<file path="config.mk">
export PLATFORM = sky130hd
export DESIGN_NAME = counter_sem_arb
export DESIGN_NICKNAME = d
export VERILOG_FILES = /design/src/rtl/counter_sem_arb_pkg.sv /design/src/rtl/counter_sem_arb_rr_pick.sv /design/src/rtl/counter_sem_arb.sv
export SDC_FILE = /design/constraint.sdc
export NUM_CORES = 1
export LEC_CHECK = 0
export CORE_MARGIN = 3
export CORE_UTILIZATION = 50
export CTS_CLUSTER_SIZE = 12
export DETAILED_ROUTE_END_ITERATION = 7
export PLACE_DENSITY = 0.76
export SLEW_MARGIN = 5
export SYNTH_ARGS = -nofsm -noshare
export SYNTH_HDL_FRONTEND = slang
export SYNTH_HIERARCHICAL = 1
export SYNTH_SLANG_ARGS = --single-unit
</file>
<file path="constraint.sdc">
create_clock -name clk -period 4.8 [get_ports clk]
set_clock_uncertainty 0.05 [all_clocks]
set_input_delay 0.96 -clock clk [delete_from_list [all_inputs] [get_ports clk]]
set_output_delay 0.96 -clock clk [all_outputs]
set_load 0.01 [all_outputs]
</file>
<file path="src/rtl/counter_sem_arb_pkg.sv">
// counter_sem_pkg: shared types and default parameters for the counter semaphore arbiter.
//   state_t       : arbiter FSM states (IDLE, START, WAIT, RELEASE)
//   N_REQ_DEF     : default number of requesters
//   TIMEOUT_W_DEF : default watchdog counter width
package counter_sem_pkg;

    localparam int unsigned N_REQ_DEF     = 4;
    localparam int unsigned TIMEOUT_W_DEF = 8;

    typedef enum logic [1:0] {
        IDLE    = 2'd0,
        START   = 2'd1,
        WAIT    = 2'd2,
        RELEASE = 2'd3
    } state_t;

endpackage

</file>
<file path="src/rtl/counter_sem_arb_rr_pick.sv">
// rr_pick: purely combinational round-robin selector.
//   req_i   [N]     : request vector
//   ptr_i   [PTR_W] : highest-priority index; search runs upward from here and wraps
//   grant_o [N]     : one-hot grant of the first set request at or after ptr_i
//   valid_o         : at least one request is set
module rr_pick #(
    parameter int unsigned N = 4,
    localparam int unsigned PTR_W = (N > 1) ? $clog2(N) : 1
) (
    input  logic [N-1:0]     req_i,
    input  logic [PTR_W-1:0] ptr_i,
    output logic [N-1:0]     grant_o,
    output logic             valid_o
);

    // Distance of index j from the pointer in the search order, with wrap.
    function automatic int unsigned rot_dist(input int unsigned j, input int unsigned p);
        return (j >= p) ? (j - p) : (j + N - p);
    endfunction

    // Find the smallest search distance among set requests, then grant that one.
    always_comb begin
        int unsigned p;
        int unsigned best;
        p    = 32'(ptr_i);
        best = N;
        for (int unsigned j = 0; j < N; j++) begin
            if (req_i[j] && (rot_dist(j, p) < best)) begin
                best = rot_dist(j, p);
            end
        end
        grant_o = '0;
        for (int unsigned j = 0; j < N; j++) begin
            grant_o[j] = req_i[j] && (rot_dist(j, p) == best);
        end
    end

    assign valid_o = |req_i;

endmodule

</file>
<file path="src/rtl/counter_sem_arb.sv">
// counter_sem_arb: round-robin semaphore sharing one counter between N_REQ requesters.
// Grants the counter, pulses cnt_start, waits for cnt_done, then acks and frees the owner.
//   clk, reset        : clock, synchronous active-high reset
//   req   [N_REQ]     : level requests, held until ack
//   ack   [N_REQ]     : one-cycle completion pulse to the owner
//   owner [N_REQ]     : one-hot current holder, zero when free
//   busy              : FSM not in IDLE
//   cnt_start         : one-cycle counter start pulse
//   cnt_done          : counter done pulse (only honoured in WAIT)
//   timeout_err       : watchdog expiry pulse (only with COUNTER_SEM_WDOG_EN)
// Optional macro COUNTER_SEM_WDOG_EN adds a TIMEOUT_W-bit watchdog on WAIT.
module counter_sem_arb
    import counter_sem_pkg::*;
#(
    parameter int unsigned N_REQ     = N_REQ_DEF,
    parameter int unsigned TIMEOUT_W = TIMEOUT_W_DEF
) (
    input  logic             clk,
    input  logic             reset,
    input  logic [N_REQ-1:0] req,
    output logic [N_REQ-1:0] ack,
    output logic [N_REQ-1:0] owner,
    output logic             busy,
    output logic             cnt_start,
    input  logic             cnt_done
`ifdef COUNTER_SEM_WDOG_EN
    ,
    output logic             timeout_err
`endif
);

    localparam int unsigned PTR_W = (N_REQ > 1) ? $clog2(N_REQ) : 1;

    // Elaboration-time parameter sanity checks.
    if (N_REQ < 2) begin : g_bad_n_req
        $error("counter_sem_arb: N_REQ must be >= 2");
    end
    if (TIMEOUT_W < 1) begin : g_bad_timeout_w
        $error("counter_sem_arb: TIMEOUT_W must be >= 1");
    end

    state_t             state_q, state_d;
    logic [PTR_W-1:0]   ptr_q, ptr_d;
    logic [N_REQ-1:0]   owner_q, owner_d;
    logic [N_REQ-1:0]   ack_q, ack_d;
    logic               busy_q, busy_d;
    logic               cnt_start_q, cnt_start_d;

    logic [N_REQ-1:0]   grant;
    logic               pick_valid;
    logic [PTR_W-1:0]   owner_idx;
    logic [PTR_W-1:0]   ptr_inc;

`ifdef COUNTER_SEM_WDOG_EN
    logic [TIMEOUT_W-1:0] wdog_q, wdog_d;
    logic                 tmo_q, tmo_d;
`endif

    rr_pick #(
        .N (N_REQ)
    ) u_rr_pick (
        .req_i   (req),
        .ptr_i   (ptr_q),
        .grant_o (grant),
        .valid_o (pick_valid)
    );

    // Binary index of the one-hot owner.
    always_comb begin
        owner_idx = '0;
        for (int unsigned j = 0; j < N_REQ; j++) begin
            if (owner_q[j]) begin
                owner_idx = owner_idx | PTR_W'(j);
            end
        end
    end

    // Pointer advances past the released owner; explicit wrap since N_REQ need not be 2^k.
    assign ptr_inc = (owner_idx == PTR_W'(N_REQ - 1)) ? '0 : owner_idx + PTR_W'(1);

    // Next-state and registered-output logic.
    always_comb begin
        state_d = state_q;
        ptr_d   = ptr_q;
        owner_d = owner_q;
`ifdef COUNTER_SEM_WDOG_EN
        wdog_d  = wdog_q;
        tmo_d   = 1'b0;
`endif
        case (state_q)
            IDLE: begin
                if (pick_valid) begin
                    owner_d = grant;
                    state_d = START;
                end
            end
            START: begin
                state_d = WAIT;
`ifdef COUNTER_SEM_WDOG_EN
                wdog_d  = '0;
`endif
            end
            WAIT: begin
                if (cnt_done) begin
                    state_d = RELEASE;
                end
`ifdef COUNTER_SEM_WDOG_EN
                else begin
                    // A done coinciding with expiry wins above, so no error then.
                    wdog_d = wdog_q + TIMEOUT_W'(1);
                    if (&wdog_d) begin
                        state_d = RELEASE;
                        tmo_d   = 1'b1;
                    end
                end
`endif
            end
            RELEASE: begin
                ptr_d   = ptr_inc;
                owner_d = '0;
                state_d = IDLE;
            end
            default: begin
                state_d = IDLE;
            end
        endcase
        busy_d      = (state_d != IDLE);
        cnt_start_d = (state_d == START);
        ack_d       = (state_d == RELEASE) ? owner_d : '0;
    end

    // State and output registers.
    always_ff @(posedge clk) begin
        if (reset) begin
            state_q     <= IDLE;
            ptr_q       <= '0;
            owner_q     <= '0;
            ack_q       <= '0;
            busy_q      <= 1'b0;
            cnt_start_q <= 1'b0;
        end else begin
            state_q     <= state_d;
            ptr_q       <= ptr_d;
            owner_q     <= owner_d;
            ack_q       <= ack_d;
            busy_q      <= busy_d;
            cnt_start_q <= cnt_start_d;
        end
    end

`ifdef COUNTER_SEM_WDOG_EN
    // Watchdog counter and error pulse.
    always_ff @(posedge clk) begin
        if (reset) begin
            wdog_q <= '0;
            tmo_q  <= 1'b0;
        end else begin
            wdog_q <= wdog_d;
            tmo_q  <= tmo_d;
        end
    end

    assign timeout_err = tmo_q;
`endif

    assign ack       = ack_q;
    assign owner     = owner_q;
    assign busy      = busy_q;
    assign cnt_start = cnt_start_q;

endmodule

</file>
Word level (Yosys, flattened, before mapping):

Cells that the tools add are included.
Widths: inputs -> output; s select.

* bits in registers: 14

* reductions and logical operators: 12
* equal/unequal tests: 10
* bitwise logic cells: 1
* mux-type cells: 16
* magnitude comparators: 7
* add/sub/neg operators: 8

Operators with widths (number)
* $mux 32: 7
* $eq 32x32->1: 4
* $lt 32x32->1: 3
* $lt 32x3->1 const B: 1
* $sub 3x2->4 const A: 3
* $mux 2: 5
* $eq 2x2->1 const B: 4
* $logic_and 1x1->1: 8
* $pmux 2 s4: 1
* $pmux 4 s2: 1
* $sub 1x2->3 const A: 2
* $sub 2x2->3 const A: 2
* $eq 2x1->1 const B: 2
* $ge 1x2->1 const A: 2
* $mux 4: 1
* $reduce_or 4->1: 1
* $add 2x1->2 const B: 1
* $ge 2x2->1 const A: 1
* $logic_not 2->1: 1
* $reduce_bool 2->1: 1
* $reduce_or 2->1: 1
* $mux 1: 1
* $not 1->1: 1

Logic depth before layout (Yosys ltp):

* depth in word-level cells: 18
* gate-level depth with buffers: 19
* depth with buffers taken out: 19

Modules after synthesis:

Netlist, hierarchy kept.

Modules (own cells, without submodules)
* counter_sem_arb: area each 633.1 µm², times used 1, cells each 62, sequential area each 280.3 µm²
* rr_pick: area each 430.4 µm², times used 1, cells each 58, sequential area each 0.0 µm²

Least setup slack after synthesis:

No wires, ideal clock.

* path type: reg-to-reg
* start: register ptr_q[1]
* end: register ack_q[0] (netlist: ack[0])
* cell stages (with the launch flop): 20
* data required time: 4.672 ns
* period minus slack after synthesis: 4.091 ns
* setup slack: 0.709 ns
* data arrival time: 3.963 ns
* path buffers: 0
* path through: dfxtp_1 inv_1 ha_1 and2_1 ha_1 nand2b_1 nor3_1 o22ai_1 ha_1 nand2_1 a31o_2 or2_1 o21a_1 ha_1 o221a_1 o22ai_1 a2111oi_1 and2b_2 a221oi_2 nor3_1

* longest elaborated chain between the ends: 18
* elaborated cells between the ends (all ways): 29

RTL lines
* start, declared: line counter_sem_arb.sv:43 `logic [PTR_W-1:0] ptr_q, ptr_d;`
* start signal, assigned: line counter_sem_arb.sv:143 `ptr_q <= ptr_d;`
* $sub 3x2->4 (tied with other cells): line counter_sem_arb_rr_pick.sv:18 `return (j >= p) ? (j - p) : (j + N - p);`
* $mux 32: line counter_sem_arb_rr_pick.sv:18
* $lt 32x3->1: line counter_sem_arb_rr_pick.sv:28 `if (req_i[j] && (rot_dist(j, p) < best)) begin`
* $logic_and 1x1->1: line counter_sem_arb_rr_pick.sv:28
* $mux 32: line counter_sem_arb_rr_pick.sv:28
* $lt 32x32->1: line counter_sem_arb_rr_pick.sv:28
* $logic_and 1x1->1: line counter_sem_arb_rr_pick.sv:28
* $mux 32: line counter_sem_arb_rr_pick.sv:28
* [... 3 more ...]
* $lt 32x32->1: line counter_sem_arb_rr_pick.sv:28
* $logic_and 1x1->1: line counter_sem_arb_rr_pick.sv:28
* $mux 32: line counter_sem_arb_rr_pick.sv:28
* $eq 32x32->1 *: line counter_sem_arb_rr_pick.sv:34 `grant_o[j] = req_i[j] && (rot_dist(j, p) == best);`
* $logic_and 1x1->1 *: line counter_sem_arb_rr_pick.sv:34
* via grant[0]: line counter_sem_arb.sv:49 `logic [N_REQ-1:0] grant;`
* $mux 4 *: line counter_sem_arb.sv:92 `if (pick_valid) begin`
* $pmux 4 s2 *: line counter_sem_arb.sv:90 `case (state_q)`
* end signal, assigned: line counter_sem_arb.sv:145 `ack_q <= ack_d;`
* end, declared: line counter_sem_arb.sv:45 `logic [N_REQ-1:0] ack_q, ack_d;`

The timed path passes the listed nets; every way through them passes the cells marked *.
A chain may end at the register's enable or synchronous reset.

Worst setup path in the final report:

* start: input req[0]
* end: register ack_q[0] (netlist: ack[0])

* longest elaborated chain between the ends: 15
* elaborated cells between the ends (all ways): 21

RTL lines
* start, declared: line counter_sem_arb.sv:20 `input logic [N_REQ-1:0] req,`
* $logic_and 1x1->1: line counter_sem_arb_rr_pick.sv:28
* $mux 32: line counter_sem_arb_rr_pick.sv:28
* $lt 32x32->1: line counter_sem_arb_rr_pick.sv:28
* $logic_and 1x1->1: line counter_sem_arb_rr_pick.sv:28
* $mux 32: line counter_sem_arb_rr_pick.sv:28
* $lt 32x32->1: line counter_sem_arb_rr_pick.sv:28
* $logic_and 1x1->1: line counter_sem_arb_rr_pick.sv:28
* $mux 32: line counter_sem_arb_rr_pick.sv:28
* $lt 32x32->1: line counter_sem_arb_rr_pick.sv:28
* $logic_and 1x1->1: line counter_sem_arb_rr_pick.sv:28
* $mux 32: line counter_sem_arb_rr_pick.sv:28
* $eq 32x32->1: line counter_sem_arb_rr_pick.sv:34
* $logic_and 1x1->1 *: line counter_sem_arb_rr_pick.sv:34
* via grant[0]: line counter_sem_arb.sv:49
* $mux 4 *: line counter_sem_arb.sv:92
* $pmux 4 s2 *: line counter_sem_arb.sv:90

Marked as above.

==> impl_metrics.yaml <==
run_status:
  status: "finished, final reports clean"
synthesis:
  yosys.area_share.simple: 0.2647
  synth_ff_type: "dfxtp_1"
  synth_edf_count: 0
  syn-instance-count: 120
  synthesis.area_um2: 1064
  synth_compound_area_frac: 0.2624
  synth_xor_area_frac: 0.008235
  ys_ff_latch: 14
  synth-async-reset-ratio: 0
  synthAdderAreaFrac: 0.1529
  syn-mean-instance-area_um2: 8.863
  synth_top_family_by_area: "simple AND/OR/NAND/NOR gates"
  ys_seq_area_frac: 0.2635
  synthMuxAreaShare: 0.009412
  yosys_warnings: 6
  ys_types: 44
worst_setup_path:
  critPathRequiredTime_ps: 4950
  cp_max_fo: 5
  startpoint: "req[0]"
  cp-end-kind: "flip-flop"
  cp-start-kind: "input pin"
  crit_arrival_ps: 4660
  r2r-start: "ptr_q[1]"
  crit_type: "in -> reg"
layout:
  ff_latch_area_um2: 281.5
  fill_cells: 169
  antenna_cells: 0
  final_common_cell: "clkdlybuf4s50_1"
  fin_util: 0.6679
  drive_gt1_frac: 0.2028
  layout_common_cells: "clkdlybuf4s50_1 (16), ha_1 (13), dfxtp_1 (13)"
  final_nets: 164
  syn2layout_area_growth_pct: 24.47
  multi_input_area_um2: 755.7
floorplan:
  die_w_um: 52.12
  rows: 16
  start_util: 0.5366
  die_y_um: 52.12
  io_pins: 17
  coreArea_um2: 1982
  die_area_um2: 2716
power_and_ir_drop:
  p_leak_uw: 0.0005449
  p_total_uw: 302.7
  cellPowerDensity_nw_per_um2: 228.7
  ir_worst_vdd_v: 0.0002078
timing:
  max_freq_mhz: 221.7
  finalMaxSlewViolations: 0
  setup_viol_count_final: 0
  layout_worst_path_cycle_share: 0.9397
  hold_violations: 0
  rsz0062_at_grt: "false"
  setup_slack_ps: 289.4
  fin_setup_tns_ps: 0
  fin_crit_ps: 4511
clock_tree:
  clock_latency_ps: 280
  root_buffer: "clkbuf_4"
  cts_max_path_buffers: 2
  cts_setup_buffers: 0
  clk_pin_slew_ps: 80
  cts.sinks: 14
  cts_hold_buf: 0
  cts_made_buffers: 3
  cts_resized: 0
  cts_tree: "yes"
  cts_max_level: 1
routing:
  firstDrtPassIters: 4
  drc: 0
  ant_nets: 0
  drt-total-wl_um: 2259
  wl_per_cell_um: 13.29
  via_per_inst: 5.594
  drt_iter0_drc: 25
  vias: 951
global_routing:
  grt_max_degree: 12
  antenna_found_initial: 0
  grt_pass1_vias: 939
  groute.usage.overall: 0.1900
  overflow: 0
  grt_pass1_wl_um: 3905
placed_design:
  place.gp.congestion: 0.8731
  hpwl_um: 1755
  io_buffers: 16
  pre_cts_ws_ps: -12.36
worst_hold_path:
  hp-class: "reg -> reg"
  hp-start: "ptr_q[1]"
flow_run:
  drv_cap: 0
## cell usage after synthesis (2+ instances only)
master     n  area, um^2
dfxtp_1   14       280.3
ha_1      13       162.7
nor2_1    12       45.04
inv_1      8       30.03
nor3_1     6       30.03
nand2_1    5       18.77
a221oi_2   4       60.06
and2_2     4       30.03
nor2b_1    4       25.02
o21ai_0    4       20.02
o22ai_1    4       25.02
and2b_2    3       26.28
nand2b_1   3       18.77
o21a_1     3       22.52
a21oi_1    2       10.01
and2_1     2       12.51
nor3b_1    2       15.01
## layout make-up
| class | instances | area share |
|---|---|---|
| tap | 27 | 0.02552 |
| sequential | 14 | 0.2127 |
| timing repair buffer | 19 | 0.1380 |
| inverter | 9 | 0.02552 |
| multi-input combinational | 97 | 0.5709 |
| clock buffer | 4 | 0.02741 |
## final timing paths
check                   to  cells after the start  slack, ps
setup / recovery    ack[0]                     16        290
hold / removal    ptr_q[1]                      2        500
setup reg to reg    ack[0]                     18        420
hold reg to reg   ptr_q[1]                      2        500
## per-layer routing
layer | wire length, um | vias to the layer above | global-route usage | share of wire
li1 | - | 479 | - | -
met1 | 999 | 435 | 0.2140 | 0.44
met2 | 1088 | 31 | 0.3410 | 0.48
met3 | 117 | 6 | 0.02006 | 0.052
met4 | 53 | 0 | 0.1092 | 0.023
met5 | 0 | - | 0 | 0
## cells by family after synthesis
family | Yosys count
simple gates | 49
other cells | 1
buf+inv | 10
mux | 1
fa+ha+maj | 13
compound gates | 31
xor+xnor | 1
flops | 14
## state kept, by name, summed over array words and instances, names as in the netlist
| name | flops |
|---|---|
| ack | 4 |
| busy | 1 |
| cnt_start | 1 |
| owner | 4 |
| ptr_q | 2 |
| state_q | 2 |
## through the flow
stage,hold WS (ps),instance area (um^2),std cells
finish,504.6,1324,170
global route,540.1,1324,170
CTS,516.6,1316,170
detailed placement,491.4,1280,166
global placement,481.8,1280,166
floorplan,510.7,1067,121
## worst max-delay path, cell delays in order
cell	delay, ps
clkdlybuf4s50_1	430
ha_1	380
nor2_1	90
a21o_2	240
ha_1	290
a211oi_1	300
and4_2	320
o21ai_0	100
o21a_1	120
ha_1	270
o221a_1	190
o22ai_1	120
a2111oi_1	370
and2b_2	210
a221oi_2	60
nor3_1	210
## report_power, final
group	internal, uW	switching [uW]
registers	123	4.90
clock network	46.1	37.2
logic	44.9	46.8
total	214	89.0
No activity file was read; power rests on OpenSTA's default activity.
